<file path="src/rtl/sync_edge_timestamper.sv">
// LSYNC/RSYNC front end: 2-FF synchronisers, glitch filters, edge timestamps
// against a free-running 32-bit timer, scan direction tracking and sync-loss timeout.
module sync_edge_timestamper #(
   parameter int unsigned FILTER_LEN  = 4,
   parameter logic [31:0] TIMEOUT_CYC = 32'd1000000
) (
   input  logic        clk,
   input  logic        reset_n,
   input  logic        lsync_in,
   input  logic        rsync_in,
   output logic [31:0] time_now,
   output logic [31:0] lsync_rise_time,
   output logic [31:0] lsync_fall_time,
   output logic [31:0] rsync_rise_time,
   output logic [31:0] rsync_fall_time,
   output logic        scan_dir,
   output logic        sync_pulse,
   output logic        sync_timeout,
   output logic [1:0]  dir_state
);

   localparam int CH_L = 0;
   localparam int CH_R = 1;

   localparam logic [3:0]  FILT_LAST    = 4'(FILTER_LEN - 1);
   // Captured on the edge where time_now still holds T+1+FILTER_LEN, so the
   // offset is one less than the distance to the value visible afterwards.
   localparam logic [31:0] STAMP_OFFSET = 32'(FILTER_LEN + 1);

   typedef enum logic [1:0] {
      IDLE = 2'd0,
      LTR  = 2'd1,
      RTL  = 2'd2
   } dir_state_t;

   logic [1:0]  raw;
   logic [1:0]  sync_a;
   logic [1:0]  sync_b;
   logic [1:0]  level;
   logic [3:0]  filt_cnt [2];
   logic [1:0]  differ;
   logic [1:0]  accept;
   logic [1:0]  rise_evt;
   logic [1:0]  fall_evt;
   logic [31:0] stamp;
   logic [31:0] to_cnt;
   logic        pulse_arm;
   dir_state_t  state_q;
   dir_state_t  state_d;
   logic        scan_dir_d;

   assign raw = {rsync_in, lsync_in};

   always_ff @(posedge clk) begin
      if (!reset_n) begin
         sync_a <= '0;
         sync_b <= '0;
      end else begin
         sync_a <= raw;
         sync_b <= sync_a;
      end
   end

   always_comb begin
      differ   = sync_b ^ level;
      accept   = '0;
      for (int i = 0; i < 2; i++) begin
         accept[i] = differ[i] && (filt_cnt[i] == FILT_LAST);
      end
      rise_evt = accept & ~level;
      fall_evt = accept & level;
   end

   // A sample matching the filtered level restarts the run of differing samples.
   always_ff @(posedge clk) begin
      if (!reset_n) begin
         level       <= '0;
         filt_cnt[0] <= '0;
         filt_cnt[1] <= '0;
      end else begin
         for (int i = 0; i < 2; i++) begin
            if (!differ[i]) begin
               filt_cnt[i] <= '0;
            end else if (accept[i]) begin
               filt_cnt[i] <= '0;
               level[i]    <= ~level[i];
            end else begin
               filt_cnt[i] <= filt_cnt[i] + 4'd1;
            end
         end
      end
   end

   assign stamp = time_now - STAMP_OFFSET;

   always_ff @(posedge clk) begin
      if (!reset_n) begin
         time_now        <= '0;
         lsync_rise_time <= '0;
         lsync_fall_time <= '0;
         rsync_rise_time <= '0;
         rsync_fall_time <= '0;
      end else begin
         time_now <= time_now + 32'd1;
         if (rise_evt[CH_L]) lsync_rise_time <= stamp;
         if (fall_evt[CH_L]) lsync_fall_time <= stamp;
         if (rise_evt[CH_R]) rsync_rise_time <= stamp;
         if (fall_evt[CH_R]) rsync_fall_time <= stamp;
      end
   end

   always_ff @(posedge clk) begin
      if (!reset_n) begin
         to_cnt <= '0;
      end else if (|fall_evt) begin
         to_cnt <= '0;
      end else if (to_cnt != TIMEOUT_CYC) begin
         to_cnt <= to_cnt + 32'd1;
      end
   end

   assign sync_timeout = (to_cnt == TIMEOUT_CYC);

   always_ff @(posedge clk) begin
      if (!reset_n) begin
         state_q  <= IDLE;
         scan_dir <= 1'b0;
      end else begin
         state_q  <= state_d;
         scan_dir <= scan_dir_d;
      end
   end

   // RSYNC wins when both channels fall together; direction survives a timeout.
   always_comb begin
      state_d    = state_q;
      scan_dir_d = scan_dir;
      if (fall_evt[CH_R]) begin
         state_d    = LTR;
         scan_dir_d = 1'b0;
      end else if (fall_evt[CH_L]) begin
         state_d    = RTL;
         scan_dir_d = 1'b1;
      end else if (sync_timeout) begin
         state_d    = IDLE;
      end
   end

   assign dir_state = state_q;

   // The extra stage lets the pulse land once timestamps and scan_dir are settled.
   always_ff @(posedge clk) begin
      if (!reset_n) begin
         pulse_arm  <= 1'b0;
         sync_pulse <= 1'b0;
      end else begin
         pulse_arm  <= |fall_evt;
         sync_pulse <= pulse_arm;
      end
   end

endmodule

</file>
<file path="config.mk">
export PLATFORM = sky130hd
export DESIGN_NAME = sync_edge_timestamper
export DESIGN_NICKNAME = d
export VERILOG_FILES = /design/src/rtl/sync_edge_timestamper.sv
export SDC_FILE = /design/constraint.sdc
export NUM_CORES = 1
export LEC_CHECK = 0
export ABC_CLOCK_PERIOD_IN_PS = 2200
export CORE_MARGIN = 8
export CORE_UTILIZATION = 57
export DETAILED_ROUTE_END_ITERATION = 12
export DONT_BUFFER_PORTS = 1
export HOLD_SLACK_MARGIN = 0.12
export PLACE_DENSITY = 0.75
export SETUP_SLACK_MARGIN = 0.3
export SKIP_LAST_GASP = 1
export SYNTH_ARGS = -nofsm -noshare
export SYNTH_HDL_FRONTEND = slang
export SYNTH_SLANG_ARGS = --single-unit
</file>
<file path="constraint.sdc">
create_clock -name clk -period 2.2 [get_ports clk]
set_input_delay 0.44 -clock clk [delete_from_list [all_inputs] [get_ports clk]]
set_output_delay 0.44 -clock clk [all_outputs]
set_load 0.01 [all_outputs]
</file>
==> impl_results.rst, run 1 <==
.. list-table::
   :header-rows: 1

   * - Metric
     - Value
   * - Dominant combinational cell family by area after synthesis
     - compound AO/OA/AOI/OAI gates
   * - Max-slew headroom
     - between 40% and 50%
   * - Reg2reg end
     - lsync_rise_time[19]$_SDFFE_PN0P_
   * - Count of cells along the worst register-to-register path
     - 8
   * - Max-cap violations
     - 0
   * - Final hold vios
     - 0
   * - Share of flip-flops with an asynchronous set or reset
     - 0%
   * - Fraction of synthesized cell area in xor and xnor cells
     - 3.57%
   * - Worst setup slack for register-to-register paths
     - roughly 0.070 ns
   * - Die Ht
     - roughly 140 microns
   * - Cells traversed along the worst timing path
     - nor4bb_4 -> nand4_1 -> nor2_4
   * - Routed wire length on met3
     - just under 5 mm
   * - Number of input and output port buffers inserted
     - 0
   * - Primary flip-flop cell chosen by synthesis mapping
     - sky130_fd_sc_hd__dfxtp_1
   * - Worst VDD drop
     - roughly 480 uV
   * - Cell type contributing the most total cell area after synthesis
     - sky130_fd_sc_hd__dfxtp_1
   * - Clock Skews
     - approximately 0.016 ns
   * - Min-delay src
     - reset_n
   * - Detailed Place HPWL
     - a little under 20 mm
   * - Transition time at the pin with the least slew margin
     - around 0.78 ns
   * - Routed wire per std cell
     - roughly 27 microns
   * - Overflow after GRT
     - 0
   * - Filler-free cell count of the finished design
     - roughly 1,400
   * - Pin count of the biggest net entering global routing
     - 94
   * - Ratio of final minimum period to clock period
     - around 100%
   * - Root buf cell
     - sky130_fd_sc_hd__clkbuf_16
   * - Power density over the cells
     - roughly 650 nW/um^2
   * - Antenna violations before repair
     - 4
   * - Sequential-to-total area share from yosys stat
     - between 40% and 50%
   * - Final critical-path setup slack
     - 0.0294 ns
   * - Syn_area_per_cell
     - 8.75 sq um
   * - Worst Setup Path Type
     - flop to primary output
   * - Setup Viol. Count Final
     - 0
   * - Instance count along the most critical hold path
     - 2
   * - Worst setup slack before clock tree synthesis
     - 0.0833 ns
   * - First DRT Iteration DRCs
     - ~1,400
   * - Clock insertion delay at the later pin of the skew report
     - a little over 0.5 ns
   * - Drt via density
     - slightly above 7
   * - Count of warnings emitted by yosys
     - 0
   * - Highest cell delay on the worst timing path
     - ~0.4 ns
   * - Maximum fanout count along the critical path
     - 4
   * - Leading cell types by total area after synthesis
     - sky130_fd_sc_hd__dfxtp_1 45%, sky130_fd_sc_hd__o21ai_0 6.3%, sky130_fd_sc_hd__a31oi_1 4.7%
   * - Detailed-routing iteration count for the pre-antenna-repair pass
     - 6
   * - Required time at the endpoint of the critical path
     - about 1.8 ns
   * - TritonCTS Buffers
     - 22
   * - Non-Filler Cell Area, Final
     - 12,300 sq um
   * - Bufs on Longest Clock Path
     - 3
   * - Worst reg2reg startpoint
     - time_now[3]$_SDFF_PN0_
   * - Slowest stage cell on the critical path
     - sky130_fd_sc_hd__dfxtp_1
   * - Cell area reported after detailed placement
     - between 9000 and 10,000 sq um
   * - Final max-slew violation count
     - 0
   * - Placeable Area
     - ~16,000 sq um
   * - Initial core utilization
     - between 50% and 60%
   * - Gate count after technology mapping
     - 1,039
   * - Global-route wire length before repair
     - ~46 mm
   * - Worst Setup Start Kind
     - flop
   * - H-tree lvl count
     - 1
   * - Detailed-route wire length on metal 1
     - 12.8 mm
   * - Class of the tightest hold or removal check
     - primary input to flop
   * - Post-synthesis simple-gate area fraction
     - 21.3%
   * - Cell count after placement
     - 1,246
   * - Flip-flop and latch count after synthesis
     - between 200 and 250
   * - Sequential cell area in the final layout
     - between 4000 and 5000 sq um
   * - Floorplan die area
     - 20,200 sq um
   * - Utilization of the core after routing
     - between 70% and 80%
   * - Hold worst-path end
     - to_cnt[9]$_SDFFE_PP0N_
   * - Reported leakage power
     - 4.39 nW
   * - IO Pins
     - between 150 and 200
   * - Final worst path period need
     - ~2.2 ns
   * - Unrepaired setup endpoints after global routing
     - true
   * - Fraction of synthesized area in multiplexers
     - 0.716%
   * - Total routed wirelength
     - approximately 36 mm
   * - Number of enable-type register cells in the synthesized netlist
     - 8
   * - Clock tree sinks
     - between 200 and 250
   * - Number of nets at the end of the flow
     - between 1,000 and 1,500
   * - Total power consumption of the routed design
     - approximately 8 mW
   * - Distinct cell type count after synthesis
     - 54
   * - CTS tree
     - built
   * - Met2 wire length
     - ~16 mm
   * - Crit path capture type
     - primary output
   * - Highest metal layer with signal wires
     - met5
   * - Share of layout cells above drive strength 1
     - between 30% and 40%
   * - Result of the run
     - complete, no violations
   * - Maximum operating frequency
     - 461 MHz
   * - Routability Congestion
     - approximately 0.97
   * - Area of combinational cells with multiple inputs
     - around 5300 sq um
   * - Vias in the first global route
     - between 8,000 and 9,000
   * - Core Rows
     - 46
   * - Post-route antenna net violation count
     - 0
   * - Summed instance area of the synthesized netlist
     - 9090 sq um
   * - Post-Synth Adder-Cell Area
     - less than 1%
   * - Routed via count
     - roughly 9,600
   * - WP data arrival
     - between 1.5 and 2 ns
   * - Area growth from synthesis to final layout
     - 35.7%
   * - Area share of the largest cell type after synthesis
     - ~45%
   * - Share of the synthesized area in compound gates (AO/OA/AOI/OAI)
     - 21.5%
   * - Clock edge transition at the registers on the reported setup and hold paths
     - about 0.060 ns
   * - Width of the die
     - around 140 microns
   * - DRC errors left
     - 0
   * - Filler Cell Count
     - 956
   * - Overall global routing resource usage
     - 28.8%
power breakdown:
group | internal, mW | switching, mW
Sequential | 3.86 | 0.0364
Combinational | 0.143 | 0.232
Clock | 2.17 | 1.55
cells in the mapped netlist, types with 4 or more instances:
cell	instances
sky130_fd_sc_hd__dfxtp_1	203
sky130_fd_sc_hd__o21ai_0	114
sky130_fd_sc_hd__clkbuf_1	76
sky130_fd_sc_hd__a21oi_1	74
sky130_fd_sc_hd__a31oi_1	68
sky130_fd_sc_hd__nor2_1	66
sky130_fd_sc_hd__nand2_1	52
sky130_fd_sc_hd__nand3_1	35
sky130_fd_sc_hd__nand4_1	34
sky130_fd_sc_hd__or4_1	32
sky130_fd_sc_hd__o31ai_1	28
sky130_fd_sc_hd__a211oi_1	21
sky130_fd_sc_hd__or3_1	21
sky130_fd_sc_hd__xor2_1	20
sky130_fd_sc_hd__nor3_1	19
sky130_fd_sc_hd__nor4_1	19
sky130_fd_sc_hd__xnor2_1	17
sky130_fd_sc_hd__inv_1	14
sky130_fd_sc_hd__and2_1	11
sky130_fd_sc_hd__and4_1	10
sky130_fd_sc_hd__nand2b_1	9
sky130_fd_sc_hd__buf_1	8
sky130_fd_sc_hd__edfxtp_1	8
sky130_fd_sc_hd__and3_1	6
sky130_fd_sc_hd__ha_1	6
sky130_fd_sc_hd__nor2b_1	6
sky130_fd_sc_hd__o21a_1	5
sky130_fd_sc_hd__o31a_1	5
sky130_fd_sc_hd__a311o_1	4
sky130_fd_sc_hd__buf_2	4
sky130_fd_sc_hd__mux2_2	4
state kept, by name, summed over array words and instances (netlist names), 8 cells and up:
name and flops:
rsync_rise_time 32, lsync_rise_time 32, to_cnt 32, filt_cnt 8, lsync_fall_time 32, time_now 32
rsync_fall_time 32
final cells by class:
class | instances | area share, %
Inverter | 15 | 0.456
Clock inverter | 6 | 0.497
Sequential cell | 211 | 35.4
Antenna cell | 1 | 0.0203
Tap cell | 216 | 2.19
Timing Repair Buffer | 144 | 13.0
Multi-Input combinational cell | 730 | 43.2
Clock buffer | 33 | 5.30
worst max-delay path by stage:
stage	slack [ns]	endpoint	startpoint
global route	0.008	sync_timeout	to_cnt[14]$_SDFFE_PP0N_
CTS	0.12	sync_timeout	to_cnt[0]$_SDFFE_PP0N_
global placement	0.14	rsync_fall_time[17]$_SDFFE_PN0P_	time_now[3]$_SDFF_PN0_
floorplan	-0.02	lsync_rise_time[26]$_SDFFE_PN0P_	time_now[5]$_SDFF_PN0_
finish	0.03	sync_timeout	to_cnt[14]$_SDFFE_PP0N_
detailed placement	0.08	lsync_fall_time[20]$_SDFFE_PN0P_	time_now[5]$_SDFF_PN0_
critical path, delay by kind of cell (launching register included):
kind | cells | cell delay, ns
DFF | 1 | 0.41
and+or+nand+nor | 3 | 0.81
layout by cell type (no fill, tap or decap), drive strengths merged, types with 34 or more instances in the layout:
master / instances
nand4: 34
a21oi: 74
buf: 130
nand3: 35
clkbuf: 43
nor2: 66
dfxtp: 203
nand2: 52
or4: 35
a31oi: 68
o21ai: 114
routing by layer:
layer | up-vias | GRT usage [%]
met5 | - | 0
met4 | 4 | 12.5
met3 | 184 | 9.23
met2 | 734 | 45.4
met1 | 4573 | 35.5
li1 | 4062 | -
per-stage QoR:
step | TNS (ns) | hold slack (ns)
after detailed placement | 0 | 0.431
after floorplan | -0.0334 | 0.412
final | 0 | 0.156
after global placement | 0 | 0.416
after global routing | 0 | 0.152
after CTS | 0 | 0.140
kinds of logic (layout without fill, tap and decap cells):
group	after synthesis	in the layout
compound gates	329	329
xor+xnor	37	37
fa+ha+maj	6	6
buf+inv	106	198
flops	211	211
mux	6	6
other cells	1	9
simple gates	343	344
repair_timing:
| action | in CTS | in global routing |
|---|---|---|
| hold endpoints to repair | 93 | 0 |
| pin swaps | 17 | 91 |
| cloned | 5 | 16 |
| buffers inserted | 19 | 25 |
| resized for setup | 66 | 161 |
| hold buffers | 5 | 0 |
| endpoints found under the setup margin | 153 | 140 |
(Power assumes the default switching activity.)
==> run 2: changes to the inputs <==
SETUP_SLACK_MARGIN = 0.05   (was 0.3)
==> run 2 against run 1 <==
First-iteration DRC count decreased by 43%; global-route usage fell by 2.5 points; combinational power shrank 24%; final cell count is 3.8% lower; largest power group is now the clock network; total power increased by 1.5%; clock power increased by 5%; flip-flop and latch count did not move; sequential power hardly changed; sequential share of layout area is 4.6 points higher.
==> impl_results.rst, run 2 (synthesis results as in run 1) <==
.. list-table::
   :header-rows: 1

   * - Metric
     - Value
   * - Result of the run
     - complete, no violations
   * - Final worst path period need
     - roughly 2.2 ns
   * - Pin count of the biggest net entering global routing
     - 103
   * - Vias in the first global route
     - 7,653
   * - Global-route wire length before repair
     - 42.8 mm
   * - Crit path capture type
     - primary output
   * - DRC errors left
     - 0
   * - Share of layout cells above drive strength 1
     - approximately 16%
   * - Unrepaired setup endpoints after global routing
     - true
   * - Reg2reg end
     - to_cnt[23]$_SDFFE_PP0N_
   * - Reported leakage power
     - slightly below 4 nW
   * - Commonest non-fill, non-tap cell in the layout
     - sky130_fd_sc_hd__dfxtp_1
   * - Class of the tightest hold or removal check
     - primary input to flop
   * - Setup Viol. Count Final
     - 0
   * - WP data arrival
     - roughly 1.7 ns
   * - Design internal power
     - around 6.3 mW
   * - Clock insertion delay at the later pin of the skew report
     - slightly above 0.5 ns
   * - Sw Ratio
     - between 20% and 30%
   * - Clock edge transition at the registers on the reported setup and hold paths
     - 0.06 ns
   * - Root buf cell
     - sky130_fd_sc_hd__clkbuf_16
   * - Antenna violations before repair
     - 0
   * - Worst Setup Path Type
     - flop to primary output
   * - Clock network fraction of design power
     - just under 50%
   * - Sw Pwr
     - between 1.5 and 2 mW
   * - Final max-slew violation count
     - 0
   * - Highest cell delay on the worst timing path
     - 0.31 ns
   * - Max-slew headroom
     - 53.9%
   * - IO Pins
     - 169
   * - Overall global routing resource usage
     - roughly a quarter
   * - Number of nets at the end of the flow
     - 1,083
   * - Diodes inserted
     - 0
   * - Total routed wirelength
     - 27.7 mm
   * - Overflow after GRT
     - 0
   * - Ratio of final minimum period to clock period
     - 98.6%
   * - Power density over the cells
     - about 750 nW/um^2
   * - Die Ht
     - around 140 microns
   * - Slowest stage cell on the critical path
     - sky130_fd_sc_hd__dfxtp_1
   * - Worst reg2reg startpoint
     - to_cnt[12]$_SDFFE_PP0N_
   * - Cells traversed along the worst timing path
     - buf_4 -> nor4b_4 -> nand4_1 -> nor2_2
   * - Routed via count
     - between 8,000 and 9,000
   * - Maximum fanout count along the critical path
     - 8
   * - Post-route antenna net violation count
     - 0
   * - CTS tree
     - built
   * - Width of the die
     - 142 microns
   * - Area growth from synthesis to final layout
     - 18.5%
   * - Count of cells along the worst register-to-register path
     - 5
   * - Bufs on Longest Clock Path
     - 3
   * - Floorplan die area
     - roughly 20,000 sq um
   * - Placeable Area
     - between 15,000 and 20,000 sq um
   * - Worst VDD drop
     - around 660 uV
   * - Drt via density
     - roughly 6.4
   * - Core Rows
     - 46
   * - Min-delay src
     - reset_n
   * - Instance count along the most critical hold path
     - 2
   * - TritonCTS Buffers
     - 22
   * - Maximum operating frequency
     - 461 MHz
   * - First DRT Iteration DRCs
     - around 780
   * - Top library cells by usage in the layout, fill and taps aside
     - 199 x sky130_fd_sc_hd__dfxtp_1, 113 x sky130_fd_sc_hd__o21ai_0, 83 x sky130_fd_sc_hd__buf_4
   * - Clock Skews
     - just under 0.008 ns
   * - Total power consumption of the routed design
     - 8.11 mW
   * - Final hold vios
     - 0
   * - H-tree lvl count
     - 1
   * - Required time at the endpoint of the critical path
     - roughly 1.8 ns
   * - Worst setup slack for register-to-register paths
     - 0.06 ns
   * - Detailed Place HPWL
     - 19.0 mm
   * - Number of input and output port buffers inserted
     - 0
   * - Transition time at the pin with the least slew margin
     - 0.686 ns
   * - Utilization of the core after routing
     - a little under 70%
   * - Clock tree sinks
     - 211
   * - Combinational cell fraction of total power
     - roughly 3.5%
   * - Max-cap violations
     - 0
   * - Initial core utilization
     - between 50% and 60%
   * - Sequential cell fraction of total power
     - 48.1%
   * - Routability Congestion
     - between 0.9 and 1
   * - Hold worst-path end
     - rsync_rise_time[28]$_SDFFE_PN0P_
   * - Worst Setup Start Kind
     - flop
   * - Routed wire per std cell
     - around 21 microns
   * - Detailed-routing iteration count for the pre-antenna-repair pass
     - 7
[run 2: how the worst max path moves through the flow]
stage                           start                          endpoint  slack, ns  depth (start not counted)
2_1_floorplan  time_now[5]$_SDFF_PN0_  lsync_rise_time[26]$_SDFFE_PN0P_      -0.02                          7
3_3_place_gp   time_now[1]$_SDFF_PN0_           time_now[20]$_SDFF_PN0_       0.15                          5
3_5_place_dp   time_now[1]$_SDFF_PN0_           time_now[28]$_SDFF_PN0_       0.07                          5
4_1_cts        to_cnt[8]$_SDFFE_PP0N_                      sync_timeout       0.05                          4
5_1_grt        to_cnt[8]$_SDFFE_PP0N_                      sync_timeout      -0.07                          4
6_report       to_cnt[8]$_SDFFE_PP0N_                      sync_timeout       0.03                          4
[run 2: worst max-delay path: cells and delay by family, from the launching register on]
family                 cells  cell delay [ns]
flip-flops                 1             0.31
buffers and inverters      1             0.17
AND/OR/NAND/NOR            3             0.74
[run 2: final cells by class]
cell class / count / area (sq um)
Clock inverter: 12 / 154
Multi-Input combinational cell: 729 / 4540
Timing Repair Buffer: 94 / 812
Clock buffer: 28 / 624
Tap cell: 216 / 270
Fill cell: 1256 / 4940
Sequential cell: 211 / 4310
Inverter: 15 / 56.3
[run 2: through the flow]
step	setup TNS (ns)	setup WS (ns)	area (sq um)	cells	hold slack, ns
2_1_floorplan	-0.0335	-0.0167	9140	1046	0.412
3_3_place_gp	0	0.151	9790	1259	0.418
3_5_place_dp	0	0.0676	9790	1259	0.417
4_1_cts	0	0.0535	10700	1305	0.133
5_1_grt	-0.113	-0.0692	10800	1305	0.135
6_report	0	0.0313	10800	1305	0.150
[run 2: power by group through the flow]
| stage | logic [mW] | clock network [mW] | registers [mW] |
|---|---|---|---|
| after floorplan | 0.180 | 0 | 3.98 |
| after global placement | 0.228 | 0 | 3.98 |
| after detailed placement | 0.231 | 0 | 3.99 |
| after CTS | 0.280 | 3.96 | 3.90 |
| after global routing | 0.311 | 4.13 | 3.90 |
| final | 0.286 | 3.92 | 3.90 |
[run 2: layer usage]
| metal | share of wire (%) | global-route usage (%) | up-vias |
|---|---|---|---|
| li1 | - | - | 3944 |
| met1 | 38 | 30.6 | 3931 |
| met2 | 45 | 41.9 | 399 |
| met3 | 13 | 10.7 | 82 |
| met4 | 4.0 | 11.4 | 0 |
| met5 | 0 | 0 | - |
[run 2: timing repair]
item | CTS | global route
hold buffers | 4 | 0
endpoints found under the setup margin | 1 | 32
endpoints found under the hold margin | 101 | 0
resized for setup | 10 | 12
buffers inserted | 2 | 0
pin swaps | 3 | 5
==> run 3: changes to the inputs <==
CORE_MARGIN = 2   (was 8)
CORE_UTILIZATION = 59   (was 57)
CTS_BUF_LIST = sky130_fd_sc_hd__clkbuf_2   (was unset)
PLACE_DENSITY = 0.78   (was 0.75)
==> run 3 against run 2 <==
The run now ends with negative setup slack left; setup slack worse by 0.27 ns; clock skew is 0.048 ns higher; first-iteration DRC count grew 1.0%; cell area decreased by 0.69%; via count is 3.3% higher; clock power down 31%; combinational power grew 10%; critical endpoint unchanged; largest cell class unchanged.
==> impl_results.rst, run 3 (synthesis results as in run 1) <==
.. list-table::
   :header-rows: 1

   * - Metric
     - Value
   * - Sw Ratio
     - about a quarter
   * - Total power consumption of the routed design
     - ~7 mW
   * - H-tree lvl count
     - 2
   * - Required time at the endpoint of the critical path
     - 1.76 ns
   * - Reported leakage power
     - 3.98 nW
   * - WP data arrival
     - 2.00 ns
   * - Utilization of the core after routing
     - a little over two thirds
   * - Worst reg2reg startpoint
     - time_now[3]$_SDFF_PN0_
   * - Vias in the first global route
     - 7,967
   * - Cell count after placement
     - approximately 1,200
   * - Instance count along the most critical hold path
     - 2
   * - Routed wire per std cell
     - about 20 microns
   * - Violated checks
     - negative setup slack
   * - Non-Filler Cell Area, Final
     - about 11,000 sq um
   * - Worst setup slack for register-to-register paths
     - -0.04 ns
   * - Worst Setup Start Kind
     - flop
   * - TritonCTS Buffers
     - 50
   * - Hold worst-path end
     - sync_a[1]$_SDFF_PN0_
   * - Class of the tightest hold or removal check
     - primary input to flop
   * - Count of cells along the worst register-to-register path
     - 4
   * - CTS tree
     - built
   * - Core Rows
     - 45
   * - Smallest hold slack
     - ~0.26 ns
   * - Share of layout cells above drive strength 1
     - roughly a fifth
   * - Width of the die
     - ~130 microns
   * - Detailed Place HPWL
     - around 18 mm
   * - Setup Viol. Count Final
     - 4
   * - Design internal power
     - a little over 5 mW
   * - Worst Setup Path Type
     - flop to primary output
   * - Ratio of final minimum period to clock period
     - 111%
   * - Routability Congestion
     - around 0.94
   * - DRC errors left
     - 0
   * - Maximum fanout count along the critical path
     - 2
   * - Floorplan die area
     - 16,400 sq um
   * - Root buf cell
     - sky130_fd_sc_hd__clkbuf_2
   * - Unrepaired setup endpoints after global routing
     - true
   * - Power density over the cells
     - between 600 and 700 nW/um^2
   * - Total routed wirelength
     - roughly 27 mm
   * - Clock network fraction of design power
     - 39.2%
   * - Bufs on Longest Clock Path
     - 3
   * - Area growth from synthesis to final layout
     - 17.7%
   * - Clock tree sinks
     - between 200 and 250
   * - Top library cells by usage in the layout, fill and taps aside
     - 185 x sky130_fd_sc_hd__dfxtp_1, 111 x sky130_fd_sc_hd__o21ai_0, 91 x sky130_fd_sc_hd__buf_4
   * - Number of nets at the end of the flow
     - approximately 1,100
   * - Pin count of the biggest net entering global routing
     - ~120
   * - Antenna violations before repair
     - 1
   * - Sw Pwr
     - about 1.8 mW
   * - Max-cap violations
     - 0
   * - Result of the run
     - finished with violations
   * - Final critical-path setup slack
     - -0.242 ns
   * - Placeable Area
     - approximately 15,000 sq um
   * - Filler-free cell count of the finished design
     - 1,342
   * - IO Pins
     - 169
   * - Initial core utilization
     - around 60%
   * - Crit path capture type
     - primary output
   * - Detailed-routing iteration count for the pre-antenna-repair pass
     - 6
   * - Overflow after GRT
     - 0
   * - Number of input and output port buffers inserted
     - 0
   * - Aggregate negative setup slack
     - -0.330 ns
   * - Worst VDD drop
     - 464 uV
   * - Cell area reported after detailed placement
     - roughly 9800 sq um
   * - Sequential cell fraction of total power
     - 56.3%
   * - Maximum operating frequency
     - between 400 and 500 MHz
   * - First DRT Iteration DRCs
     - 785
   * - Clock insertion delay at the later pin of the skew report
     - 0.87 ns
   * - Min-delay src
     - rsync_in
   * - Reg2reg end
     - rsync_fall_time[26]$_SDFFE_PN0P_
   * - Combinational cell fraction of total power
     - ~4.6%
   * - Commonest non-fill, non-tap cell in the layout
     - sky130_fd_sc_hd__dfxtp_1
   * - Final hold vios
     - 0
   * - Final max-slew violation count
     - 0
   * - Drt via density
     - approximately 6.4
   * - Worst setup slack before clock tree synthesis
     - roughly 0.044 ns
   * - Max-slew headroom
     - 52.8%
   * - Final worst path period need
     - around 2.4 ns
   * - Routed via count
     - about 8,600
   * - Transition time at the pin with the least slew margin
     - around 0.7 ns
   * - Global-route wire length before repair
     - ~42 mm
   * - Overall global routing resource usage
     - around a third
   * - Clock edge transition at the registers on the reported setup and hold paths
     - 0.11 ns
   * - Clock Skews
     - around 0.055 ns
   * - Die Ht
     - 128 microns
   * - Post-route antenna net violation count
     - 0
==> run 3: cell count changes in the layout (fill, tap and decap cells not counted), sizes merged <==
cell / before / now
buf: 91 / 102
bufinv: 3 / 2
clkbuf: 28 / 71
diode: 0 / 1
dlygate4sd3: 3 / 4
clkinv: 6 / 17
inv: 16 / 15
==> run 3: power by group through the flow <==
stage	combinational, mW	clock, mW	sequential (mW)
floorplan	0.180	0	3.98
global placement	0.237	0	3.98
detailed placement	0.241	0	3.99
CTS	0.295	2.74	3.90
global route	0.340	2.95	3.90
finish	0.316	2.71	3.90
==> run 3: layer usage <==
metal | routed length (microns) | part of all wire [%] | global-route usage, %
met5 | 0 | 0 | 0
met4 | 732 | 2.7 | 12.3
met3 | 2750 | 10 | 10.6
met2 | 12600 | 46 | 50.8
met1 | 11100 | 41 | 41.3
==> run 3: critical path, cell delays in order, from the launching register on <==
cell and delay, ns:
sky130_fd_sc_hd__dfxtp_2 0.35, sky130_fd_sc_hd__inv_2 0.07, sky130_fd_sc_hd__ha_4 0.11, sky130_fd_sc_hd__nor4b_4 0.21, sky130_fd_sc_hd__nand4_1 0.24, sky130_fd_sc_hd__nor2_4 0.19
==> run 3: what timing repair did <==
item	in CTS	in global routing
buffers inserted	3	11
cloned	0	0
gates resized for setup	22	37
hold buffers	5	0
endpoints found under the hold margin	159	0
endpoints found under the setup margin	9	81
pin swaps	5	13
==> run 3: how the worst max path moves through the flow <==
stage	slack, ns	startpoint	endpoint
floorplan	-0.02	time_now[5]$_SDFF_PN0_	lsync_rise_time[26]$_SDFFE_PN0P_
global placement	0.12	time_now[1]$_SDFF_PN0_	time_now[20]$_SDFF_PN0_
detailed placement	0.04	time_now[1]$_SDFF_PN0_	time_now[26]$_SDFF_PN0_
CTS	-0.23	to_cnt[1]$_SDFFE_PP0N_	sync_timeout
global route	-0.30	to_cnt[0]$_SDFFE_PP0N_	sync_timeout
finish	-0.24	to_cnt[0]$_SDFFE_PP0N_	sync_timeout
==> run 3: layout make-up <==
class	count	area (sq um)
multi-input cells	729	4640
clock buffers	71	355
fillers	1182	4450
flip-flops and latches	211	4330
diodes	1	2.50
inverters	15	56.3
well taps	188	235
clock inverters	21	139
repair buffers	106	933
